## config.mk

```make
export PLATFORM = sky130hd
export DESIGN_NAME = fetch_queue_flat
export DESIGN_NICKNAME = d
export VERILOG_FILES = /design/src/rtl/fetch_pkg.sv /design/src/rtl/fetch_queue_if.sv /design/src/rtl/fetch_queue_sync_fifo.sv /design/src/rtl/fetch_queue.sv /design/src/flat_wrapper.sv
export SDC_FILE = /design/constraint.sdc
export NUM_CORES = 1
export LEC_CHECK = 0
export ABC_AREA = 1
export CAP_MARGIN = 20
export CORE_MARGIN = 2
export CORE_UTILIZATION = 55
export CTS_CLUSTER_SIZE = 16
export DETAILED_ROUTE_END_ITERATION = 12
export GPL_ROUTABILITY_DRIVEN = 0
export GPL_TIMING_DRIVEN = 0
export PLACE_DENSITY = 0.86
export SYNTH_ARGS = -nofsm -noshare
export SYNTH_HDL_FRONTEND = slang
export SYNTH_HIERARCHICAL = 1
export SYNTH_SLANG_ARGS = --single-unit
```

## constraint.sdc

```tcl
create_clock -name clk -period 1.6 [get_ports clk]
set_input_delay 0.16 -clock clk [delete_from_list [all_inputs] [get_ports clk]]
set_output_delay 0.16 -clock clk [all_outputs]
set_load 0.005 [all_outputs]
```

## src/rtl/fetch_pkg.sv

```systemverilog
// fetch_pkg: shared fetch constants and the queue entry type.
// Used by fetch_queue, decode and the pipeline benches.
package fetch_pkg;

  localparam int INSTR_W  = 32;
  localparam int PC_MAX_W = 32;
  localparam int PC_STEP  = 4;

  localparam logic [INSTR_W-1:0] NOP_INSTR =
    32'h0000_0013;

  // pc is stored at full width so decode can
  // share the type regardless of ADDR_W.
  typedef struct packed {
    logic [INSTR_W-1:0]  instr;
    logic [PC_MAX_W-1:0] pc;
  } fq_entry_t;

endpackage

```

## src/rtl/fetch_queue_if.sv

```systemverilog
// fetch_queue_if: IMEM request/response and decode-side handshake.
// master = fetch_queue, slave = IMEM + decode (or a bench).
//   imem_addr/imem_req   -> request to instr_fetch
//   imem_data            <- read data, one cycle after request
//   stall_in             <- downstream back-pressure
//   redirect_valid/_pc   <- flush and restart fetch
//   out_valid/instr/pc   -> queue head
//   out_count            -> queue occupancy
interface fetch_queue_if #(
  parameter int ADDR_W = 8,
  parameter int DEPTH  = 4
);
  import fetch_pkg::*;

  localparam int CNT_W = $clog2(DEPTH) + 1;

  logic [ADDR_W-1:0]  imem_addr;
  logic               imem_req;
  logic [INSTR_W-1:0] imem_data;
  logic               stall_in;
  logic               redirect_valid;
  logic [ADDR_W-1:0]  redirect_pc;
  logic               out_valid;
  logic [INSTR_W-1:0] out_instr;
  logic [ADDR_W-1:0]  out_pc;
  logic [CNT_W-1:0]   out_count;

  modport master (
    output imem_addr,
    output imem_req,
    input  imem_data,
    input  stall_in,
    input  redirect_valid,
    input  redirect_pc,
    output out_valid,
    output out_instr,
    output out_pc,
    output out_count
  );

  modport slave (
    input  imem_addr,
    input  imem_req,
    output imem_data,
    output stall_in,
    output redirect_valid,
    output redirect_pc,
    input  out_valid,
    input  out_instr,
    input  out_pc,
    input  out_count
  );

endinterface

```

## src/rtl/fetch_queue_sync_fifo.sv

```systemverilog
// sync_fifo: power-of-two synchronous FIFO with flush.
// Ports: clk, rst_n (async, active-low), i_push, i_pop, i_flush,
//   i_data -> written at tail, o_head -> head entry, o_count.
// Caller guarantees no push when full and no pop when empty.
module sync_fifo #(
  parameter  int WIDTH = 64,
  parameter  int DEPTH = 4,
  localparam int AW    = $clog2(DEPTH),
  localparam int CW    = AW + 1
) (
  input  logic             clk,
  input  logic             rst_n,
  input  logic             i_push,
  input  logic             i_pop,
  input  logic             i_flush,
  input  logic [WIDTH-1:0] i_data,
  output logic [WIDTH-1:0] o_head,
  output logic [CW-1:0]    o_count
);

  logic [WIDTH-1:0] r_mem [DEPTH];
  logic [AW-1:0]    r_wr;
  logic [AW-1:0]    r_rd;
  logic [CW-1:0]    r_count;

  // Pointers are exactly AW bits wide, so the
  // natural overflow is the modulo-DEPTH wrap.
  always_ff @(posedge clk or negedge rst_n) begin
    if (!rst_n) begin
      for (int i = 0; i < DEPTH; i++) begin
        r_mem[i] <= '0;
      end
      r_wr    <= '0;
      r_rd    <= '0;
      r_count <= '0;
    end else if (i_flush) begin
      r_wr    <= '0;
      r_rd    <= '0;
      r_count <= '0;
    end else begin
      if (i_push) begin
        r_mem[r_wr] <= i_data;
        r_wr        <= r_wr + AW'(1);
      end
      if (i_pop) begin
        r_rd <= r_rd + AW'(1);
      end
      case ({i_push, i_pop})
        2'b10:   r_count <= r_count + CW'(1);
        2'b01:   r_count <= r_count - CW'(1);
        default: r_count <= r_count;
      endcase
    end
  end

  assign o_head  = r_mem[r_rd];
  assign o_count = r_count;

endmodule

```

## src/rtl/fetch_queue.sv

```systemverilog
// fetch_queue: PC owner, IMEM request issue and instruction queue.
// Ports: clk, rst (async, active-low), bus (fetch_queue_if.master).
module fetch_queue
  import fetch_pkg::*;
#(
  parameter int              ADDR_W   = 8,
  parameter int              DEPTH    = 4,
  parameter logic [ADDR_W-1:0] RESET_PC = '0
) (
  input  logic          clk,
  input  logic          rst,
  fetch_queue_if.master bus
);

  localparam int CNT_W = $clog2(DEPTH) + 1;
  localparam int UW    = CNT_W + 1;

  logic [ADDR_W-1:0] r_pc;
  logic [ADDR_W-1:0] r_inflight_pc;
  logic              r_inflight;

  logic              w_issue;
  logic              w_push;
  logic              w_pop;
  logic              w_valid;
  logic [CNT_W-1:0]  w_count;
  logic [UW-1:0]     w_used;
  fq_entry_t         w_in;
  fq_entry_t         w_head;
  logic              w_unused;

  // An in-flight request already owns a slot, so
  // only registered state counts toward credit.
  assign w_used  = {1'b0, w_count} + UW'(r_inflight);
  assign w_issue = rst && !bus.redirect_valid &&
                   (w_used < UW'(DEPTH));
  assign w_push  = r_inflight && !bus.redirect_valid;
  assign w_valid = (w_count != '0);
  assign w_pop   = w_valid && !bus.stall_in &&
                   !bus.redirect_valid;

  assign w_in = {bus.imem_data,
                 PC_MAX_W'(r_inflight_pc)};

  sync_fifo #(
    .WIDTH ($bits(fq_entry_t)),
    .DEPTH (DEPTH)
  ) u_fifo (
    .clk     (clk),
    .rst_n   (rst),
    .i_push  (w_push),
    .i_pop   (w_pop),
    .i_flush (bus.redirect_valid),
    .i_data  (w_in),
    .o_head  (w_head),
    .o_count (w_count)
  );

  always_ff @(posedge clk or negedge rst) begin
    if (!rst) begin
      r_pc          <= RESET_PC;
      r_inflight    <= 1'b0;
      r_inflight_pc <= '0;
    end else if (bus.redirect_valid) begin
      r_pc       <= {bus.redirect_pc[ADDR_W-1:2], 2'b00};
      r_inflight <= 1'b0;
    end else begin
      r_inflight <= w_issue;
      if (w_issue) begin
        r_pc          <= r_pc + ADDR_W'(PC_STEP);
        r_inflight_pc <= r_pc;
      end
    end
  end

  assign bus.imem_addr = r_pc;
  assign bus.imem_req  = w_issue;
  assign bus.out_valid = w_valid;
  assign bus.out_count = w_count;
  assign bus.out_instr = w_valid ? w_head.instr : '0;
  assign bus.out_pc    = w_valid ?
                         w_head.pc[ADDR_W-1:0] : '0;

  assign w_unused = ^{w_head.pc, bus.redirect_pc[1:0]};

endmodule

```

## src/flat_wrapper.sv

```systemverilog
// flat-port wrapper written by rule: the top's interface ports become plain ports
module fetch_queue_flat import fetch_pkg::*;
#(
  parameter int              ADDR_W   = 8,
  parameter int              DEPTH    = 4,
  parameter logic [ADDR_W-1:0] RESET_PC = '0
)
  (clk, rst, bus_imem_addr, bus_imem_req, bus_imem_data, bus_stall_in, bus_redirect_valid, bus_redirect_pc, bus_out_valid, bus_out_instr, bus_out_pc, bus_out_count);
  fetch_queue_if #(.ADDR_W(ADDR_W), .DEPTH(DEPTH)) bus_i ();
  input  logic clk;
  input  logic rst;
  output wire logic [$bits(bus_i.imem_addr)-1:0] bus_imem_addr;
  output wire logic [$bits(bus_i.imem_req)-1:0] bus_imem_req;
  input wire logic [$bits(bus_i.imem_data)-1:0] bus_imem_data;
  input wire logic [$bits(bus_i.stall_in)-1:0] bus_stall_in;
  input wire logic [$bits(bus_i.redirect_valid)-1:0] bus_redirect_valid;
  input wire logic [$bits(bus_i.redirect_pc)-1:0] bus_redirect_pc;
  output wire logic [$bits(bus_i.out_valid)-1:0] bus_out_valid;
  output wire logic [$bits(bus_i.out_instr)-1:0] bus_out_instr;
  output wire logic [$bits(bus_i.out_pc)-1:0] bus_out_pc;
  output wire logic [$bits(bus_i.out_count)-1:0] bus_out_count;
  assign bus_imem_addr = bus_i.imem_addr;
  assign bus_imem_req = bus_i.imem_req;
  assign bus_i.imem_data = bus_imem_data;
  assign bus_i.stall_in = bus_stall_in;
  assign bus_i.redirect_valid = bus_redirect_valid;
  assign bus_i.redirect_pc = bus_redirect_pc;
  assign bus_out_valid = bus_i.out_valid;
  assign bus_out_instr = bus_i.out_instr;
  assign bus_out_pc = bus_i.out_pc;
  assign bus_out_count = bus_i.out_count;
  fetch_queue #(.ADDR_W(ADDR_W), .DEPTH(DEPTH), .RESET_PC(RESET_PC)) u_core (.clk(clk), .rst(rst), .bus(bus_i));
endmodule
```

==> impl_metrics.yaml, run 1 <==
timing:
  clock_skew_ns: 0.00749
  rsz0062_at_grt: "true"
  fin_ws_ns: -0.736
  fmax_mhz: 428
  hold_viol_final: 133
  finalSetupViolations: 156
  tns_ns: -24.20
  holdWs_ns: -0.399
  finalMaxSlewViolations: 0
  period_share_pct: 146
  fin_crit_ns: 2.34
  relSlewSlack_pct: 65.9
  worstMarginPinSlew_ns: 0.511
die:
  io_pins: 97
  die-area_um2: 17300
  start_util_pct: 56.4
  std_cell_rows: 46
  die_y_um: 132
  dieWidth_um: 132
  coreArea_um2: 15900
routing:
  drtAntennaViolNets: 0
  avgViaCountPerCell: 6.29
  drt-total-wl_mm: 33.3
  wl_per_cell_um: 23.0
  drc: 0
  firstDrtPassIters: 6
  vias: 9073
  drtIter0Drc: 1290
setup_path:
  worst-path-buf-inv: 7
  critPathRequiredTime_ns: 1.44
  cp_top_family: "buffers and inverters"
  slowest_delay_ns: 0.38
  worstPathMaxFanout: 9
  path_class: "flip-flop to output pin"
  path_cells: "buf_6 -> buf_4 -> buf_12 -> buf_4 -> buf_8 -> nor2_1 -> o22ai_1 -> inv_1 -> nor2_2 -> buf_2"
  cp.arrival_ns: 2.18
  startpoint_type: "flip-flop"
  cp_slowest_cell: "dfrtp_1"
  cpMostUsedCell: "buf_4"
  endpoint_kind: "output pin"
final_layout:
  area_delta_synth_final_pct: 37.7
  drive_above_1_share_pct: 37.1
  antenna_cells: 0
  nNetsFinal: 1264
  final_cells: 1443
clock_tree:
  htree_levels: 4
  clkLatencyLatePin_ns: 0.44
  cts_made_buffers: 17
  cts.path.max_buffers: 2
  clock_sinks: 180
  cts-root-buf: "clkbuf_16"
  cts.clk_slew.worst_paths_ns: 0.07
  cts_tree: "done"
flow_run:
  maxCapViolations: 0
synthesis:
  avgSynthCellArea_um2: 8.69
  syn_inst: 1032
  ys.warnings.count: 6
  syn_area_um2: 8970
global_route:
  first_global_vias: 8663
  grt_pass1_wl_mm: 46.7
  overflow: 0
  grt_max_degree: 91
  antenna_found_initial: 0
  globalRouteTotalUtil_pct: 34.7
power_and_ir_drop:
  power.leakage_uw: 0.00605
  p_per_area_nw_per_um2: 992
  ir_drop_v: 0.000855
  power_uw: 12300
status:
  status: "finished with violations"
  violations: "negative hold slack, negative setup slack"
placement:
  dp_hpwl_mm: 15.2
  portBuffers: 92
  post-place-cells: 1344
worst_hold_path:
  min_path_type: "input pin to async pin"
==> layer usage <==
metal | vias up | global-route usage (%) | routed length (um)
li1 | 3680 | - | -
met1 | 4355 | 41.9 | 11600
met2 | 796 | 55.5 | 16000
met3 | 242 | 10.0 | 3470
met4 | 0 | 19.9 | 2190
met5 | - | 0 | 0
==> what timing repair did <==
| item | 4_1_cts | 5_1_grt |
|---|---|---|
| gates cloned | 9 | 0 |
| resized for setup | 373 | 169 |
| pin swaps | 80 | 47 |
| endpoints found under the hold margin | 88 | 88 |
| buffers inserted | 45 | 27 |
| setup endpoints to repair | 208 | 199 |
==> final timing paths <==
| kind | from | end | slack, ns | cells after the start |
|---|---|---|---|---|
| max in group asynchronous | rst | u_core/bus.imem_addr[2] | 1.21 | 2 |
| hold / removal | rst | u_core/u_fifo/r_mem[60] | -0.40 | 1 |
| hold reg to reg | u_core/u_fifo/r_mem[189] | u_core/u_fifo/r_mem[189] | 0.48 | 2 |
| min in group clk | bus_redirect_pc[2] | u_core/bus.imem_addr[2] | 0.26 | 3 |
| setup / recovery | u_core/u_fifo/r_rd[0] | bus_out_instr[14] | -0.74 | 10 |
| setup reg to reg | u_core/u_fifo/o_count[2] | u_core/u_fifo/o_count[2] | -0.19 | 12 |
==> final cells by class <==
| class | instances | area [um2] |
|---|---|---|
| buffer | 88 | 995 |
| multi-input combinational | 668 | 4030 |
| tap | 216 | 270 |
| clock inverter | 11 | 130 |
| timing repair buffer | 162 | 1550 |
| sequential | 180 | 4510 |
| clock buffer | 21 | 480 |
| fill | 927 | 3540 |
| inverter | 97 | 377 |
==> registers in the layout, summed over array words and instances, names as in the netlist <==
| name | cells |
|---|---|
| u_core/u_fifo/r_rd | 2 |
| u_core/bus.imem_addr | 6 |
| u_core/u_fifo/o_count | 3 |
| u_core/u_fifo/r_wr | 2 |
| u_core/u_fifo/r_mem | 160 |
| u_core/r_inflight_pc | 6 |
| u_core/r_inflight | 1 |
==> cell usage in the layout (no fill, tap or decap), types with 3 or more instances in the layout <==
cell               n
o21ai_1          103
o22ai_2           22
clkbuf_4           4
conb_1             4
o21ai_2          106
dfrtp_1          174
nand4_1            3
o21ai_0           30
ha_1               5
clkbuf_8           7
buf_2             43
nor2_4            25
buf_6             74
buf_12             7
inv_2              6
nor2_2            34
inv_1             90
clkinv_2           8
dlygate4sd2_1      3
buf_4             42
bufinv_16          3
nand2_1          205
buf_16             3
nor2_1            70
clkdlybuf4s50_1   45
nand2_4            6
dfrtp_2            6
buf_8             16
nand2_2            4
o22ai_1           16
o21ai_4            6
nand3_1           15
clkbuf_16         20
==> stage by stage <==
step | cell area, um2 | worst slack (ns) | utilization (%)
after floorplan | 8990 | -0.0714 | -
after global placement | 10200 | -7.68 | 64.1
after detailed placement | 10200 | -0.798 | 64.3
after CTS | 11800 | -0.484 | 74.1
after global routing | 12300 | -0.779 | 77.7
final | 12300 | -0.736 | 77.7
==> where the power goes <==
part / internal (uW) / leakage [uW] / switching [uW]
combinational: 1070 / 0.00333 / 1360
clock: 2600 / 0.000312 / 1800
sequential: 5020 / 0.00241 / 392
total: 8690 / 0.00605 / 3560
Power figures use the tool's default switching activity.
==> run 2, diff against run 1 <==
- CORE_MARGIN: 2 -> 8
==> run 2 against run 1 <==
Against the previous run:
- the flow still finishes with violations (negative hold slack, negative setup slack)
- wire length decreased by 7.9%
- count of clock-buffer cells in the layout unchanged
- sequential power decreased by 1%
- global-route usage decreased by 6.2 points
- register-to-register slack got worse by 0.19 ns
- highest routed layer unchanged
- clock power increased by 0.9%
- critical path type unchanged
- cell count decreased by 0.28%
- via count decreased by 5.1%
- total power decreased by 1.3%
- die area increased by 19%
- combinational power decreased by 5%
==> impl_metrics.yaml, run 2 (same netlist as run 1, synthesis figures left out) <==
setup_path:
  worstPathMaxFanout: 5
  path_class: "flip-flop to output pin"
  cp.arrival_ns: 2.10
  startpoint_type: "flip-flop"
  critPathRequiredTime_ns: 1.44
  endpoint_kind: "output pin"
power_and_ir_drop:
  power_switching_uw: 3450
  ir_drop_v: 0.000854
  power_frac_comb_pct: 19.0
  pwr-share-seq_pct: 44.2
  clkPwrFrac_pct: 36.8
  p_per_area_nw_per_um2: 1010
  power.leakage_uw: 0.00591
  power.internal_uw: 8650
  swShare_pct: 28.5
  power_uw: 12100
flow_run:
  maxCapViolations: 0
final_layout:
  num-fill-cells: 1011
  final_common_cell: "nand2_1"
  final_cell_mix: "205 x nand2_1, 174 x dfrtp_1, 105 x o21ai_1"
  area_delta_synth_final_pct: 33.8
  regMostFlops: "u_core/u_fifo/r_mem"
  antenna_cells: 0
  drive_above_1_share_pct: 34.0
  largest_register_ff_count: 160
  multi_input_area_um2: 3790
  register_area_um2: 4510
  nNetsFinal: 1260
timing:
  fmax_mhz: 442
  finalSetupViolations: 61
  fin_crit_ns: 2.26
  clock_skew_ns: 0.0151
  fin_ws_ns: -0.660
  finalMaxSlewViolations: 0
  holdWs_ns: -0.390
  period_share_pct: 141
  tns_ns: -21.38
  rsz0062_at_grt: "true"
  hold_viol_final: 107
clock_tree:
  cts.clk_slew.worst_paths_ns: 0.07
  cts_made_buffers: 17
  htree_levels: 4
  cts-root-buf: "clkbuf_16"
  clkLatencyLatePin_ns: 0.45
  clock_sinks: 180
  cts_tree: "done"
  cts.path.max_buffers: 2
routing:
  firstDrtPassIters: 8
  wl_met1_mm: 11.0
  routed-wl-met3_mm: 3.02
  route.met2.wl_mm: 14.9
  drc: 0
  drtAntennaViolNets: 0
  drtIter0Drc: 1123
  wl_per_cell_um: 21.3
  drt-total-wl_mm: 30.6
  vias: 8610
  avgViaCountPerCell: 5.98
  highest_layer: "met4"
global_route:
  first_global_vias: 8609
  overflow: 0
  antenna_found_initial: 0
  grt_pass1_wl_mm: 44.9
  globalRouteTotalUtil_pct: 28.4
  grt_max_degree: 79
die:
  io_pins: 97
  coreArea_um2: 15900
  die-area_um2: 20600
  die_y_um: 144
  std_cell_rows: 46
  dieWidth_um: 144
  start_util_pct: 56.4
placement:
  dp_hpwl_mm: 15.7
  portBuffers: 92
status:
  violations: "negative hold slack, negative setup slack"
  status: "finished with violations"
worst_hold_path:
  min_path_type: "input pin to async pin"
run 2: cell count changes in the layout (fill, tap and decap cells not counted), moves of 4 or more:
cell	before	now
buf_6	74	83
clkinvlp_4	0	4
nor2_1	70	85
o21ai_4	6	2
buf_8	16	12
buf_4	42	33
nor2_4	25	11
o21ai_0	30	43
clkinv_2	8	2
o21ai_2	106	95
run 2: metrics by stage:
stage | util, % | instance area, um2 | instances | setup WS [ns]
floorplan | - | 8990 | 1035 | -0.0714
global placement | 64.1 | 10200 | 1343 | -7.64
detailed placement | 64.3 | 10200 | 1344 | -0.812
CTS | 73.0 | 11600 | 1428 | -0.501
global route | 75.5 | 12000 | 1439 | -0.692
finish | 75.5 | 12000 | 1439 | -0.660
run 2: critical path, cell delays in order, from the launching register on:
cell and delay [ns]:
dfrtp_1 0.42, buf_6 0.15, inv_6 0.06, buf_8 0.12, buf_8 0.11, buf_8 0.12
buf_6 0.10, nor2_2 0.03, o22ai_2 0.18, inv_1 0.09, nor2_2 0.14, buf_2 0.13
run 2: repair_timing:
item | 4_1_cts | 5_1_grt
buffers inserted | 48 | 23
endpoints found under the hold margin | 76 | 76
gates cloned | 4 | 0
resized for setup | 338 | 121
endpoints found under the setup margin | 208 | 182
pin swaps | 73 | 53
run 2: path summary, 6_finish.rpt:
check / from / endpoint / slack [ns] / cells after the start
worst max-delay path: u_core/u_fifo/r_rd[0] / bus_out_pc[2] / -0.66 / 11
worst min-delay path: rst / u_core/u_fifo/r_mem[60] / -0.39 / 1
worst max register to register: u_core/u_fifo/o_count[2] / u_core/u_fifo/o_count[2] / -0.38 / 12
worst min register to register: u_core/u_fifo/r_mem[184] / u_core/u_fifo/r_mem[184] / 0.48 / 2
max in group asynchronous: rst / u_core/bus.imem_addr[2] / 1.20 / 2
min in group clk: bus_redirect_pc[2] / u_core/bus.imem_addr[2] / 0.26 / 3
run 2: final cells by class:
class	instances	share of cell area [%]
flip-flops and latches	180	37.6
clock buffers	21	4.01
plain buffers	85	7.67
inverters	97	3.08
repair buffers	161	12.5
well taps	216	2.25
multi-input cells	668	31.6
clock inverters	11	1.23
run 2: power by group through the flow:
stage               Clock [uW]  Combinational (uW)  Sequential [uW]
floorplan                    0                1170             5290
global placement             0                1770             5340
detailed placement           0                1830             5360
CTS                       4450                2030             5290
global route              4690                2490             5380
finish                    4450                2300             5350
run 2: per-layer routing:
layer / GRT usage (%) / vias up
met2: 46.8 / 627
met5: 0 / -
li1: - / 3680
met3: 7.73 / 185
met4: 14.4 / 0
met1: 33.7 / 4118
==> run 3, diff against run 2 <==
- GPL_ROUTABILITY_DRIVEN: 0 -> default
- SKIP_CTS_REPAIR_TIMING: default -> 1
==> run 3 against run 2 <==
Against the previous run:
- the run still ends with negative hold slack, negative setup slack left
- setup slack better by 0.047 ns
- count of clock-buffer cells in the layout unchanged
- first-iteration DRC count down 24%
- largest cell class unchanged
- sequential share of layout area up 1.7 points
- via count down 5.2%
- cell area down 4.2%
==> impl_metrics.yaml, run 3 (same netlist as run 1, synthesis figures left out) <==
setup_path:
  critPathLaunch: "u_core/u_fifo/r_rd[0]"
  rr_startpoint: "u_core/u_fifo/o_count[0]"
  endpoint_kind: "output pin"
  critPathRequiredTime_ns: 1.44
  cp_slowest_cell: "dfrtp_1"
  slowest_delay_ns: 0.41
  startpoint_type: "flip-flop"
  path_class: "flip-flop to output pin"
  cp.arrival_ns: 2.05
  worstPathMaxFanout: 6
  r2r_slack_ns: -0.25
  path_cells: "buf_6 -> inv_6 -> buf_12 -> buf_8 -> clkbuf_16 -> o21ai_1 -> o22ai_1 -> inv_1 -> nor2_1 -> buf_2"
power_and_ir_drop:
  clkPwrFrac_pct: 37.5
  power.leakage_uw: 0.00572
  ir_drop_v: 0.000828
  power.internal_uw: 8550
  power_frac_comb_pct: 17.6
  power_switching_uw: 3300
  pwr-share-seq_pct: 44.9
  p_per_area_nw_per_um2: 1030
  swShare_pct: 27.8
global_route:
  globalRouteTotalUtil_pct: 23.8
  antenna_found_initial: 0
  grt_pass1_wl_mm: 38.0
  grt_max_degree: 107
  first_global_vias: 7628
  overflow: 0
routing:
  drt-total-wl_mm: 27.3
  avgViaCountPerCell: 5.82
  firstDrtPassIters: 7
  vias: 8163
  wl_per_cell_um: 19.5
  drtAntennaViolNets: 0
  drtIter0Drc: 859
  drc: 0
clock_tree:
  cts_made_buffers: 17
  clock_sinks: 180
  cts-root-buf: "clkbuf_16"
  clkLatencyLatePin_ns: 0.45
  cts.path.max_buffers: 2
  cts.clk_slew.worst_paths_ns: 0.07
  cts_tree: "done"
  htree_levels: 4
final_layout:
  utilization_pct: 72.3
  regMostFlops: "u_core/u_fifo/r_mem"
  final_cell_mix: "208 x nand2_1, 174 x dfrtp_1, 105 x o21ai_1"
  nNetsFinal: 1223
  num-fill-cells: 1108
  multi_input_area_um2: 3670
  stdcell_area_um2: 11500
  antenna_cells: 0
  register_area_um2: 4510
  area_delta_synth_final_pct: 28.1
  final_common_cell: "nand2_1"
  largest_register_ff_count: 160
  drive_above_1_share_pct: 28.9
status:
  violations: "negative hold slack, negative setup slack"
  status: "finished with violations"
worst_hold_path:
  min_path_type: "input pin to async pin"
timing:
  fin_ws_ns: -0.613
  finalSetupViolations: 52
  clock_skew_ns: 0.00525
  hold_viol_final: 101
  tns_ns: -19.31
  finalMaxSlewViolations: 0
  fmax_mhz: 452
  period_share_pct: 138
  fin_crit_ns: 2.21
  rsz0062_at_grt: "true"
  holdWs_ns: -0.383
die:
  start_util_pct: 56.4
  die-area_um2: 20600
  coreArea_um2: 15900
  die_y_um: 144
  std_cell_rows: 46
  dieWidth_um: 144
  io_pins: 97
placement:
  post_dp_cell_area_um2: 10200
  portBuffers: 92
  gp_congestion: 0.875
  dp_hpwl_mm: 15.7
flow_run:
  maxCapViolations: 0
==> run 3: cell types whose count changed in the layout (fill, tap and decap cells not counted), moves of 7 or more <==
cell     before  now
nor2_2       33   14
o21ai_2      95   88
buf_6        83   61
buf_4        33   21
o21ai_0      43   52
nor2_1       85  101
==> run 3: power by group through the flow <==
stage | Clock (uW) | Combinational, uW | Sequential (uW)
global placement | 0 | 1770 | 5340
CTS | 4450 | 1850 | 5280
global route | 4690 | 2290 | 5360
detailed placement | 0 | 1830 | 5360
floorplan | 0 | 1170 | 5290
finish | 4440 | 2090 | 5330
==> run 3: final cells by class <==
cell class / instances / share of cell area (%)
inverters: 97 / 3.24
multi-input cells: 668 / 31.9
well taps: 216 / 2.35
clock inverters: 11 / 1.29
repair buffers: 119 / 9.56
plain buffers: 90 / 8.16
flip-flops and latches: 180 / 39.3
clock buffers: 21 / 4.18
==> run 3: worst max-delay path: cells and delay by family, from the launching register on <==
family	cells	cell delay [ns]
buffers and inverters	7	0.80
and+or+nand+nor	1	0.10
DFF	1	0.41
AOI/OAI and AO/OA	2	0.29
==> run 3: metrics by stage <==
step	instances	total power, uW	worst slack [ns]
3_3_place_gp	1343	7110	-7.64
6_report	1402	11900	-0.613
3_5_place_dp	1344	7190	-0.812
2_1_floorplan	1035	6460	-0.0714
5_1_grt	1402	12300	-0.668
4_1_cts	1376	11600	-1.21
==> run 3: metal layers <==
layer  vias up  part of all wire (%)  global-route usage [%]
met4         0                   4.6                    9.63
met3       121                   8.7                    6.07
met1      3907                    38                    29.5
li1       3596                     -                       -
met2       539                    49                    38.9
met5         -                     0                       0
==> run 3: worst paths after layout <==
| path | endpoint | cells after the start |
|---|---|---|
| setup reg to reg | u_core/u_fifo/o_count[2] | 12 |
| hold / removal | u_core/u_fifo/r_mem[60] | 1 |
| max in group asynchronous | u_core/bus.imem_addr[2] | 2 |
| hold reg to reg | u_core/u_fifo/r_mem[118] | 2 |
| min in group clk | u_core/u_fifo/o_count[0] | 4 |
| setup / recovery | bus_out_instr[12] | 10 |
